--- config.mk ---
export PLATFORM = sky130hd
export DESIGN_NAME = byte_fifo_4
export DESIGN_NICKNAME = d
export VERILOG_FILES = /design/src/rtl/byte_fifo_4_pkg.sv /design/src/rtl/dff_8bit.sv /design/src/rtl/byte_fifo_4.sv
export SDC_FILE = /design/constraint.sdc
export NUM_CORES = 1
export LEC_CHECK = 0
export ABC_AREA = 1
export BUFFER_PORTS_ARGS = -buffer_cell sky130_fd_sc_hd__buf_2
export CORE_UTILIZATION = 30
export DETAILED_ROUTE_END_ITERATION = 8
export GPL_ROUTABILITY_DRIVEN = 1
export PLACE_DENSITY = 0.55
export SLEW_MARGIN = 0
export SYNTH_ARGS = -nofsm -noshare
export SYNTH_HDL_FRONTEND = slang
export SYNTH_SLANG_ARGS = --single-unit
--- constraint.sdc ---
create_clock -name clk -period 2.4 [get_ports clk]
set_input_delay 0.24 -clock clk [delete_from_list [all_inputs] [get_ports clk]]
set_output_delay 0.24 -clock clk [all_outputs]
set_load 0.01 [all_outputs]
--- src/rtl/byte_fifo_4_pkg.sv ---
// Shared constants and types for the 4-entry byte FIFO.
package byte_fifo_4_pkg;

    localparam int DEPTH = 4;
    localparam int PTR_W = 2;
    localparam int CNT_W = 3;
    localparam int DATA_W = 8;

    localparam int ERR_OVF_BIT = 0;
    localparam int ERR_UDF_BIT = 1;

    typedef logic [PTR_W-1:0]  ptr_t;
    typedef logic [CNT_W-1:0]  cnt_t;
    typedef logic [DATA_W-1:0] data_t;

    localparam cnt_t CNT_EMPTY = 3'd0;
    localparam cnt_t CNT_FULL  = 3'd4;

    // Pointer advance; the 2-bit width gives the 3 -> 0 wrap for free.
    function automatic ptr_t ptr_inc(input ptr_t p);
        return p + 2'd1;
    endfunction

endpackage

--- src/rtl/dff_8bit.sv ---
// 8-bit enabled register used as one FIFO storage entry (no reset: contents are never observable while empty).
module dff_8bit (
    input  logic       clk,
    input  logic       en,
    input  logic [7:0] d,
    output logic [7:0] q
);

    logic [7:0] q_q;
    logic [7:0] q_d;

    // Hold unless enabled.
    always_comb begin
        q_d = q_q;
        if (en) begin
            q_d = d;
        end else begin
            q_d = q_q;
        end
    end

    // Storage register.
    always_ff @(posedge clk) begin
        q_q <= q_d;
    end

    assign q = q_q;

endmodule

--- src/rtl/byte_fifo_4.sv ---
// 4-entry show-ahead byte FIFO with occupancy count and status flags.
// Optional sticky overflow/underflow flags are built when BYTE_FIFO_ERR_EN is defined.
module byte_fifo_4
    import byte_fifo_4_pkg::*;
(
    input  logic       clk,
    input  logic       rst,
    input  logic [7:0] in,
    input  logic       push,
    input  logic       pop,
    output logic [7:0] out,
    output logic       en,
    output logic       full,
    output logic       empty,
    output logic [2:0] count,
    output logic [1:0] err
);

    ptr_t             wr_ptr_q;
    ptr_t             wr_ptr_d;
    ptr_t             rd_ptr_q;
    ptr_t             rd_ptr_d;
    cnt_t             count_q;
    cnt_t             count_d;
    logic             full_s;
    logic             empty_s;
    logic             push_ok_s;
    logic             pop_ok_s;
    logic [DEPTH-1:0] wr_en_s;
    data_t            mem_s [DEPTH];

    assign full_s  = (count_q == CNT_FULL);
    assign empty_s = (count_q == CNT_EMPTY);

    // Acceptance: a pop frees the slot a full-FIFO push needs in the same cycle.
    always_comb begin
        push_ok_s = 1'b0;
        pop_ok_s  = 1'b0;
        if (push && (!full_s || pop)) begin
            push_ok_s = 1'b1;
        end else begin
            push_ok_s = 1'b0;
        end
        if (pop && !empty_s) begin
            pop_ok_s = 1'b1;
        end else begin
            pop_ok_s = 1'b0;
        end
    end

    // Next pointers and occupancy.
    always_comb begin
        wr_ptr_d = wr_ptr_q;
        rd_ptr_d = rd_ptr_q;
        count_d  = count_q;
        if (push_ok_s) begin
            wr_ptr_d = ptr_inc(wr_ptr_q);
        end else begin
            wr_ptr_d = wr_ptr_q;
        end
        if (pop_ok_s) begin
            rd_ptr_d = ptr_inc(rd_ptr_q);
        end else begin
            rd_ptr_d = rd_ptr_q;
        end
        case ({push_ok_s, pop_ok_s})
            2'b10:   count_d = count_q + 3'd1;
            2'b01:   count_d = count_q - 3'd1;
            default: count_d = count_q;
        endcase
    end

    // Control state registers.
    always_ff @(posedge clk) begin
        if (rst) begin
            wr_ptr_q <= 2'd0;
            rd_ptr_q <= 2'd0;
            count_q  <= 3'd0;
        end else begin
            wr_ptr_q <= wr_ptr_d;
            rd_ptr_q <= rd_ptr_d;
            count_q  <= count_d;
        end
    end

    // Write-pointer decode qualified by the accepted push.
    always_comb begin
        wr_en_s = {DEPTH{1'b0}};
        for (int i = 0; i < DEPTH; i++) begin
            if (push_ok_s && (wr_ptr_q == ptr_t'(i))) begin
                wr_en_s[i] = 1'b1;
            end else begin
                wr_en_s[i] = 1'b0;
            end
        end
    end

    for (genvar g = 0; g < DEPTH; g++) begin : g_entry
        dff_8bit u_entry (
            .clk (clk),
            .en  (wr_en_s[g]),
            .d   (in),
            .q   (mem_s[g])
        );
    end

    // Show-ahead read; forced to zero so stale storage never leaks out.
    always_comb begin
        out = 8'h00;
        if (empty_s) begin
            out = 8'h00;
        end else begin
            out = mem_s[rd_ptr_q];
        end
    end

    assign full  = full_s;
    assign empty = empty_s;
    assign en    = ~empty_s;
    assign count = count_q;

`ifdef BYTE_FIFO_ERR_EN
    logic [1:0] err_q;
    logic [1:0] err_d;

    // Sticky flags for rejected requests.
    always_comb begin
        err_d = err_q;
        if (push && !push_ok_s) begin
            err_d[ERR_OVF_BIT] = 1'b1;
        end else begin
            err_d[ERR_OVF_BIT] = err_q[ERR_OVF_BIT];
        end
        if (pop && !pop_ok_s) begin
            err_d[ERR_UDF_BIT] = 1'b1;
        end else begin
            err_d[ERR_UDF_BIT] = err_q[ERR_UDF_BIT];
        end
    end

    // Error flag register, cleared only by reset.
    always_ff @(posedge clk) begin
        if (rst) begin
            err_q <= 2'b00;
        end else begin
            err_q <= err_d;
        end
    end

    assign err = err_q;
`else
    assign err = 2'b00;
`endif

endmodule

Word level (Yosys, flattened, before mapping)
Cells that the tools add are included.
{"block": "classes", "n_addsub": 4, "magnitude_cmp": 1, "n_eq_ne": 6, "n_mux": 11, "bitwise": 2, "reduce_logical": 12}
{"cell": "$mux W8", "count": 3}
{"cell": "$bmux W8 S2", "count": 1}
{"cell": "$eq A2 B2 Y1 const B", "count": 3}
{"cell": "$logic_and A1 B1 Y1", "count": 6}
{"cell": "$mux W1", "count": 6}
{"cell": "$pmux W3 S2", "count": 1}
{"cell": "$add A2 B1 Y2 const B", "count": 2}
{"cell": "$eq A2 B1 Y1 const B", "count": 2}
{"cell": "$add A3 B1 Y3 const B", "count": 1}
{"cell": "$eq A3 B3 Y1 const B", "count": 1}
{"cell": "$ge A3 B3 Y1 const B", "count": 1}
{"cell": "$logic_not A3 Y1", "count": 1}
{"cell": "$not A2 Y3", "count": 1}
{"cell": "$sub A3 B1 Y3 const B", "count": 1}
{"cell": "$logic_not A1 Y1", "count": 2}
{"cell": "$logic_not A2 Y1", "count": 1}
{"cell": "$reduce_bool A2 Y1", "count": 1}
{"cell": "$logic_or A1 B1 Y1", "count": 1}
{"cell": "$not A1 Y1", "count": 1}
{"block": "word_totals", "reg_bits": 39, "inputBits": 12, "out_inout_bits": 16, "word_cells": 43}

Logic depth before layout (Yosys ltp)
Gate-level depths: netlist of run 1.
{"block": "depth", "word_depth": 7, "ltp_mapped": 13}

By module
Synthesis of run 1 repeated with hierarchy kept, for this count alone.
{"block": "unflattened", "hier_cells": 166, "area_unflattened_um2": 1769.2}
{"module": "dff_8bit", "n_inst": 4, "cells_per_inst": 8, "area_each_um2": 240.2, "seq_area_each_um2": 240.2}
{"module": "byte_fifo_4", "n_inst": 1, "cells_per_inst": 134, "area_each_um2": 808.3, "seq_area_each_um2": 140.1}

Least setup slack after synthesis of run 1
OpenSTA, ideal clock, no wires.
{"block": "synth_path", "path_type": "flip-flop to flip-flop", "start": "reg count_q[0], in the netlist count[0]", "end": "reg count_q[2], in the netlist count[2]", "setup_ns": 0.113, "t_arrival_ns": 1.703, "required_time_ns": 2.287, "path_slack_ns": 0.585, "stages_incl_launch_ff": 14, "path_buffers": 0, "path_cell_list": "dfxtp_1 > nor2_1 > nand2_1 > nand2_1 > inv_1 > ha_1 > inv_1 > fa_1 > inv_1 > nand2_1 > nand3_1 > nand2_1 > nand2_1 > nor2_1"}
{"block": "synth_via", "word_cells_on_any_way": 15, "classes_between": "2 x add/sub; 3 x eq/ne; 3 x mux; 7 x reduce/logical"}
{"item": "start, declared", "line": "byte_fifo_4.sv:23", "source": "cnt_t count_q;"}
{"item": "start signal, assigned", "line": "byte_fifo_4.sv:82", "source": "count_q <= count_d;"}
{"item": "$logic_not A3 Y1 (*)", "line": "byte_fifo_4.sv:33", "source": "assign empty_s = (count_q == CNT_EMPTY);"}
{"item": "$logic_not A1 Y1 (*)", "line": "byte_fifo_4.sv:44", "source": "if (pop && !empty_s) begin"}
{"item": "$logic_and A1 B1 Y1 (*)", "line": "byte_fifo_4.sv:44"}
{"item": "$mux W1 (*)", "line": "byte_fifo_4.sv:44"}
{"item": "net pop_ok_s", "line": "byte_fifo_4.sv:28", "source": "logic pop_ok_s;"}
{"item": "$eq A2 B1 Y1 or $eq A2 B2 Y1 (tied branches)", "line": "byte_fifo_4.sv:66", "source": "case ({push_ok_s, pop_ok_s})"}
{"item": "$pmux W3 S2 or $reduce_bool A2 Y1 (tied branches)"}
The timed path passes the listed nets; every way through them passes the cells marked *.
A chain may end at the register's enable or synchronous reset.

Worst setup path in the final report of run 1
{"block": "layout_path", "start": "reg rd_ptr_q[0]", "end": "out out[5]"}
{"block": "layout_via", "elab_chain_cells": 5}
{"item": "start, declared", "line": "byte_fifo_4.sv:21", "source": "ptr_t rd_ptr_q;"}
{"item": "start signal, assigned", "line": "byte_fifo_4.sv:81", "source": "rd_ptr_q <= rd_ptr_d;"}
{"item": "$not A2 Y3 (not written as such)", "line": "byte_fifo_4.sv:113", "source": "out = mem_s[rd_ptr_q];"}
{"item": "$bmux W8 S2", "line": "byte_fifo_4.sv:113"}
{"item": "$mux W8 (not written as such) (2 in a row)", "line": "byte_fifo_4.sv:113"}
{"item": "$mux W8", "line": "byte_fifo_4.sv:110", "source": "if (empty_s) begin"}
{"item": "end, declared", "line": "byte_fifo_4.sv:11", "source": "output logic [7:0] out,"}
Every way passes these cells. The select of a mux whose other input is x is not followed.

==> results of run 1 <==
-- sequential cells by signal, indices dropped and copies added, names as in the netlist --
register,cells
rd_ptr_q,2
wr_ptr_q,2
g_entry.u_entry.q,32
count,3
-- area by class of cell --
type                            count  area share (%)
Clock inverter                      3           2.145
Clock buffer                        5           3.370
Timing Repair Buffer               31           8.333
Tap cell                           72           4.412
Inverter                           19           3.493
Sequential cell                    39           53.92
Multi-Input combinational cell    103           24.33
-- per-layer routing --
metal / wire, um / up-vias
met1: 1481 / 548
li1: - / 610
met3: 111 / 12
met2: 1549 / 25
met4: 129 / 0
met5: 0 / -
-- cells by family after synthesis --
| family | synth area share [%] |
|---|---|
| simple gates | 14.61 |
| flops | 63.95 |
| compound gates | 9.011 |
| buf+inv | 7.412 |
| fa+ha+maj | 4.797 |
| other cells | 0.2178 |
-- how the worst min path moves through the flow --
stage / to / slack (ps) / cells after the start
6_report: rd_ptr_q[1]$_SDFFE_PP0P_ / 120 / 2
5_1_grt: rd_ptr_q[1]$_SDFFE_PP0P_ / 120 / 2
4_1_cts: rd_ptr_q[1]$_SDFFE_PP0P_ / 120 / 2
3_5_place_dp: rd_ptr_q[1]$_SDFFE_PP0P_ / 430 / 2
3_3_place_gp: rd_ptr_q[1]$_SDFFE_PP0P_ / 430 / 2
2_1_floorplan: rd_ptr_q[1]$_SDFFE_PP0P_ / 310 / 1
-- synth_stat cells, drive strengths merged --
| library cell | number | area [sq um] |
|---|---|---|
| nor2 | 43 | 161.4 |
| edfxtp | 32 | 960.9 |
| inv | 18 | 67.57 |
| o21ai | 18 | 90.08 |
| nand2 | 14 | 55.06 |
| a21oi | 13 | 65.06 |
| dfxtp | 7 | 140.1 |
| nand3 | 6 | 30.03 |
| buf | 5 | 51.29 |
| ha | 5 | 62.56 |
| clkbuf | 1 | 5.000 |
| clkinv | 1 | 3.750 |
| conb | 1 | 3.750 |
| fa | 1 | 20.02 |
| nor3 | 1 | 5.000 |
-- power breakdown --
group          switching, mW  internal (mW)
combinational          0.414          0.233
sequential            0.0551          0.801
clock                  0.229          0.309
==> metrics, run 1 <==
CTS tree done; commonest non-fill, non-tap cell in the layout nor2_1; post-CTS setup buffers 0; core footprint 0.005507 sq mm; hold path start rst; Layout area overhead 18.60%; Via-to-Cell Ratio roughly 4.4; Power per Cell Area 999.1 mW/mm^2; total negative slack 0 ps; crit-path cells buf_4 > nor2_1 > nor2_1 > o21ai_0 > a21oi_1 > buf_2; gp weighted congestion between 0.7 and 0.8; Final ANT Viol Nets 0; Die W approximately 80 um; Synth Instances about 170; reg-to-reg critical path endpoint count[2]$_SDFFE_PP0P_; grt peak-use layer met2; cell family with most CP delay flip-flops; dpl cell area 0.001929 sq mm; crit path max fanout 13; placed insts around 260; Critical Path Stages 6; Peak VDD IR roughly 310 uV; CP max stage cell dfxtp_1; Leak Pwr 0.8445 nW; Worst R2R Setup Slack roughly 460 ps; skew final 7.606 ps; footprint of the multi-input gates 496.7 sq um; fraction of layout cells with a size suffix above 1 around a fifth; cell row count 27; status finished, final reports clean; largest net degree at the start of global routing 18; worst hold slack around 120 ps; Reg2Reg Depth 12; diodes inserted 0; crit path launch type register; post-route cell area 0.002042 sq mm; max cap viols 0; routed length per instance 12.03 um; grt met2 use roughly a fifth; vias in the first global route between 1k and 1.5k; Hold Vio Cnt, Final 0; grt met3 use 2.471%; Hold Path Class input pin to register; Tot GR Track Use roughly an eighth; sequential share of the synthesized area 63.95%; Critical Path Sink Type output pin; Pwr Total 2.040 mW; crit-path max cell delay around 640 ps; total grt overflow 0; RSZ-0062 raised after global routing false; cell repeated most along the worst path nor2_1; Pins Over Slew Limit 0; deepest clock path buffer count 2; Buffers on Ports 25; DRC violations left 0; CTS root buf clkbuf_8; initial antenna violation count 0; PostCTS Resize Cnt 0; highest-count cells in the layout ignoring fill and taps nor2_1 (43), edfxtp_1 (32), buf_2 (25), inv_1 (16); Nets 217; CP Class register to output pin; Register Area roughly 0.0011 sq mm; Worst Setup SP rd_ptr_q[0]$_SDFFE_PP0P_; Critical Path Sink out[5]; drt pass-1 iters 4; Num CTS Buffers 5; CP required about 2200 ps; Worst EP arrival 1720 ps; Synth Warn # 0; # hold bufs at CTS 0; Final Instance Count excl. Fillers between 200 and 300; fill count around 540; Starting Density a little under a third; worst r2r src count[0]$_SDFFE_PP0P_; period utilization about four fifths; total number of H-tree levels 2; syn_area_per_cell a little over 10 sq um; Cell Area, Synth roughly 0.0017 sq mm; vias approximately 1.2k; Final Util 37.08%; library cells used by synthesis 21; synthesized flop and latch total 39; Buf/Inv on CP 2; final setup vio count 0; pre-CTS setup slack ~470 ps; grt met1 use 14.53%; insertion delay to the later sink of the worst-skew pair 290 ps; first-pass GRT wire length 5.195 mm; clock-pin slew on the worst setup and hold paths 80 ps; fmax between 500 and 600 MHz; die height around 78 um; # IOs 28; post-layout min period around 2000 ps; DP HPWL 2.227 mm; Iteration-0 DRC Markers 67; die area between 0.006 and 0.007 sq mm; fin worst setup slack ~440 ps; drt total wl roughly 3.3 mm; clock sink total 39
(Power assumes the default switching activity.)
==> inputs of run 2 (changes only) <==
==> constraint.sdc (replaced) <==
create_clock -name clk -period 1.81 [get_ports clk]
set_input_delay 0.181 -clock clk [delete_from_list [all_inputs] [get_ports clk]]
set_output_delay 0.181 -clock clk [all_outputs]
set_load 0.01 [all_outputs]
==> run 2 against run 1 <==
- die area unchanged
- first-iteration DRC count increased by 58%
- wire length decreased by 0.12%
- combinational power increased by 52%
- critical path depth increased by 6
- worst hold slack got worse by 49 ps
- clock power about the same
- core utilization increased by 0.61 points
- critical path type is now register to register
- largest cell class unchanged
==> metrics, run 2 (same netlist as run 1, synthesis figures left out) <==
dpl cell area ~0.0020 sq mm; deepest clock path buffer count 2; Worst EP arrival between 1500 and 2000 ps; max cap viols 0; Buffers on Ports 25; fraction of layout cells with a size suffix above 1 a little over a quarter; final setup vio count 0; CP max stage cell fa_2; crit-path cells nor2_2 > nand3_2 > nand2_2 > ha_2 > inv_1 > fa_2 > inv_1 > nand2_1 > nand3_1 > nand2_1 > nand2_1 > nor2_1; reg-to-reg critical path endpoint count[2]$_SDFFE_PP0P_; post-layout min period 1670 ps; first-pass GRT wire length 5.181 mm; Pins Over Slew Limit 0; Worst R2R Setup Slack around 140 ps; core footprint around 0.0055 sq mm; clock-pin slew on the worst setup and hold paths ~70 ps; CP required around 2000 ps; die area roughly 0.006 sq mm; Num CTS Buffers 5; Layout area overhead 20.57%; crit path max fanout 2; Final Util ~38%; CTS root buf clkbuf_8; Final Instance Count excl. Fillers ~280; skew final roughly 5 ps; Die W around 78 um; vias between 1k and 1.5k; post-route cell area ~0.0021 sq mm; largest net degree at the start of global routing 18; cell repeated most along the worst path nand2_1; status finished, final reports clean; Hold Crit Depth 2; Iteration-0 DRC Markers 106; fmax 598.7 MHz; crit-path max cell delay 330 ps; Hold Vio Cnt, Final 0; Tot GR Track Use between 10% and 20%; Final ANT Viol Nets 0; Nets roughly 220; Power per Cell Area about 1300 mW/mm^2; placed insts 270; Leak Pwr roughly 0.86 nW; initial antenna violation count 0; total grt overflow 0; RSZ-0062 raised after global routing false; Peak VDD IR slightly above 300 uV; die height slightly below 80 um; CP Class register to register; DRC violations left 0; # hold bufs at CTS 0; Via-to-Cell Ratio ~4.3; vias in the first global route between 1k and 1.5k; insertion delay to the later sink of the worst-skew pair 280 ps; hold path start rst; Hold Path Class input pin to register; drt total wl around 3.3 mm; CTS tree done; diodes inserted 0; DP HPWL 2.256 mm; WHS Endpoint rd_ptr_q[1]$_SDFFE_PP0P_; clock sink total 39; Reg2Reg Depth 12; highest-count cells in the layout ignoring fill and taps nor2_1 (42), edfxtp_1 (32), buf_2 (25), inv_1 (15), a21oi_1 (13); max reg flops 32; # IOs 28; Critical Path Sink Type register; gp weighted congestion 0.7605; total number of H-tree levels 2; period utilization between 90% and 100%; total negative slack 0 ps; routed length per instance roughly 12 um; cell row count 27; Starting Density a little under a third; drt pass-1 iters 4; worst r2r src count[1]$_SDFFE_PP0P_; post-CTS setup buffers 0; crit path launch type register; commonest non-fill, non-tap cell in the layout nor2_1
## run 2: cell types whose count changed in the layout (fill, tap and decap cells not counted), sizes merged
| cell | change |
|---|---|
| clkinv | -1 |
| buf | +6 |
| bufinv | -1 |
| clkbuf | +2 |
## run 2: critical path, delay by kind of cell (launching register included)
kind	cells	cell delay, ps
fa+ha+maj	2	510
buf+inv	2	120
flops	1	320
simple gates	8	590
## run 2: power by group
| part | internal [mW] | switching (mW) |
|---|---|---|
| clock network | 0.270 | 0.271 |
| logic | 0.378 | 0.601 |
| registers | 1.07 | 0.0492 |
## run 2: worst max-delay path by stage
stage,from,endpoint,depth (start not counted)
2_1_floorplan,count[0]$_SDFFE_PP0P_,count[2]$_SDFFE_PP0P_,12
3_3_place_gp,count[0]$_SDFFE_PP0P_,count[2]$_SDFFE_PP0P_,12
3_5_place_dp,count[0]$_SDFFE_PP0P_,count[2]$_SDFFE_PP0P_,12
4_1_cts,count[0]$_SDFFE_PP0P_,count[2]$_SDFFE_PP0P_,12
5_1_grt,count[1]$_SDFFE_PP0P_,count[2]$_SDFFE_PP0P_,12
6_report,count[1]$_SDFFE_PP0P_,count[2]$_SDFFE_PP0P_,12
## run 2: per-stage QoR
stage	setup slack, ps	hold slack (ps)	total power, mW
after floorplan	10.21	250.1	1.732
after global placement	110.4	368.1	2.096
after detailed placement	34.74	369.1	2.106
after CTS	20.50	63.33	2.653
after global routing	13.38	56.14	2.822
final	139.7	70.86	2.634
## run 2: final cells by class
class                   count  area (sq um)
clock inverters             1         5.005
fillers                   547          3431
flip-flops and latches     39          1104
clock buffers               7         76.32
well taps                  72         90.09
repair buffers             37         215.2
multi-input cells         103         514.2
inverters                  19         71.32
## run 2: routing by layer
| layer | part of all wire [%] | track usage (%) |
|---|---|---|
| met5 | 0 | 0 |
| met4 | 0.31 | 3.962 |
| met3 | 3.4 | 4.000 |
| met2 | 51 | 19.47 |
| met1 | 46 | 14.40 |
## run 2: what timing repair did
action                                  in CTS  in global routing
endpoints found under the setup margin       0                  2
hold endpoints to repair                     0                  0
gates resized for setup                      0                  7
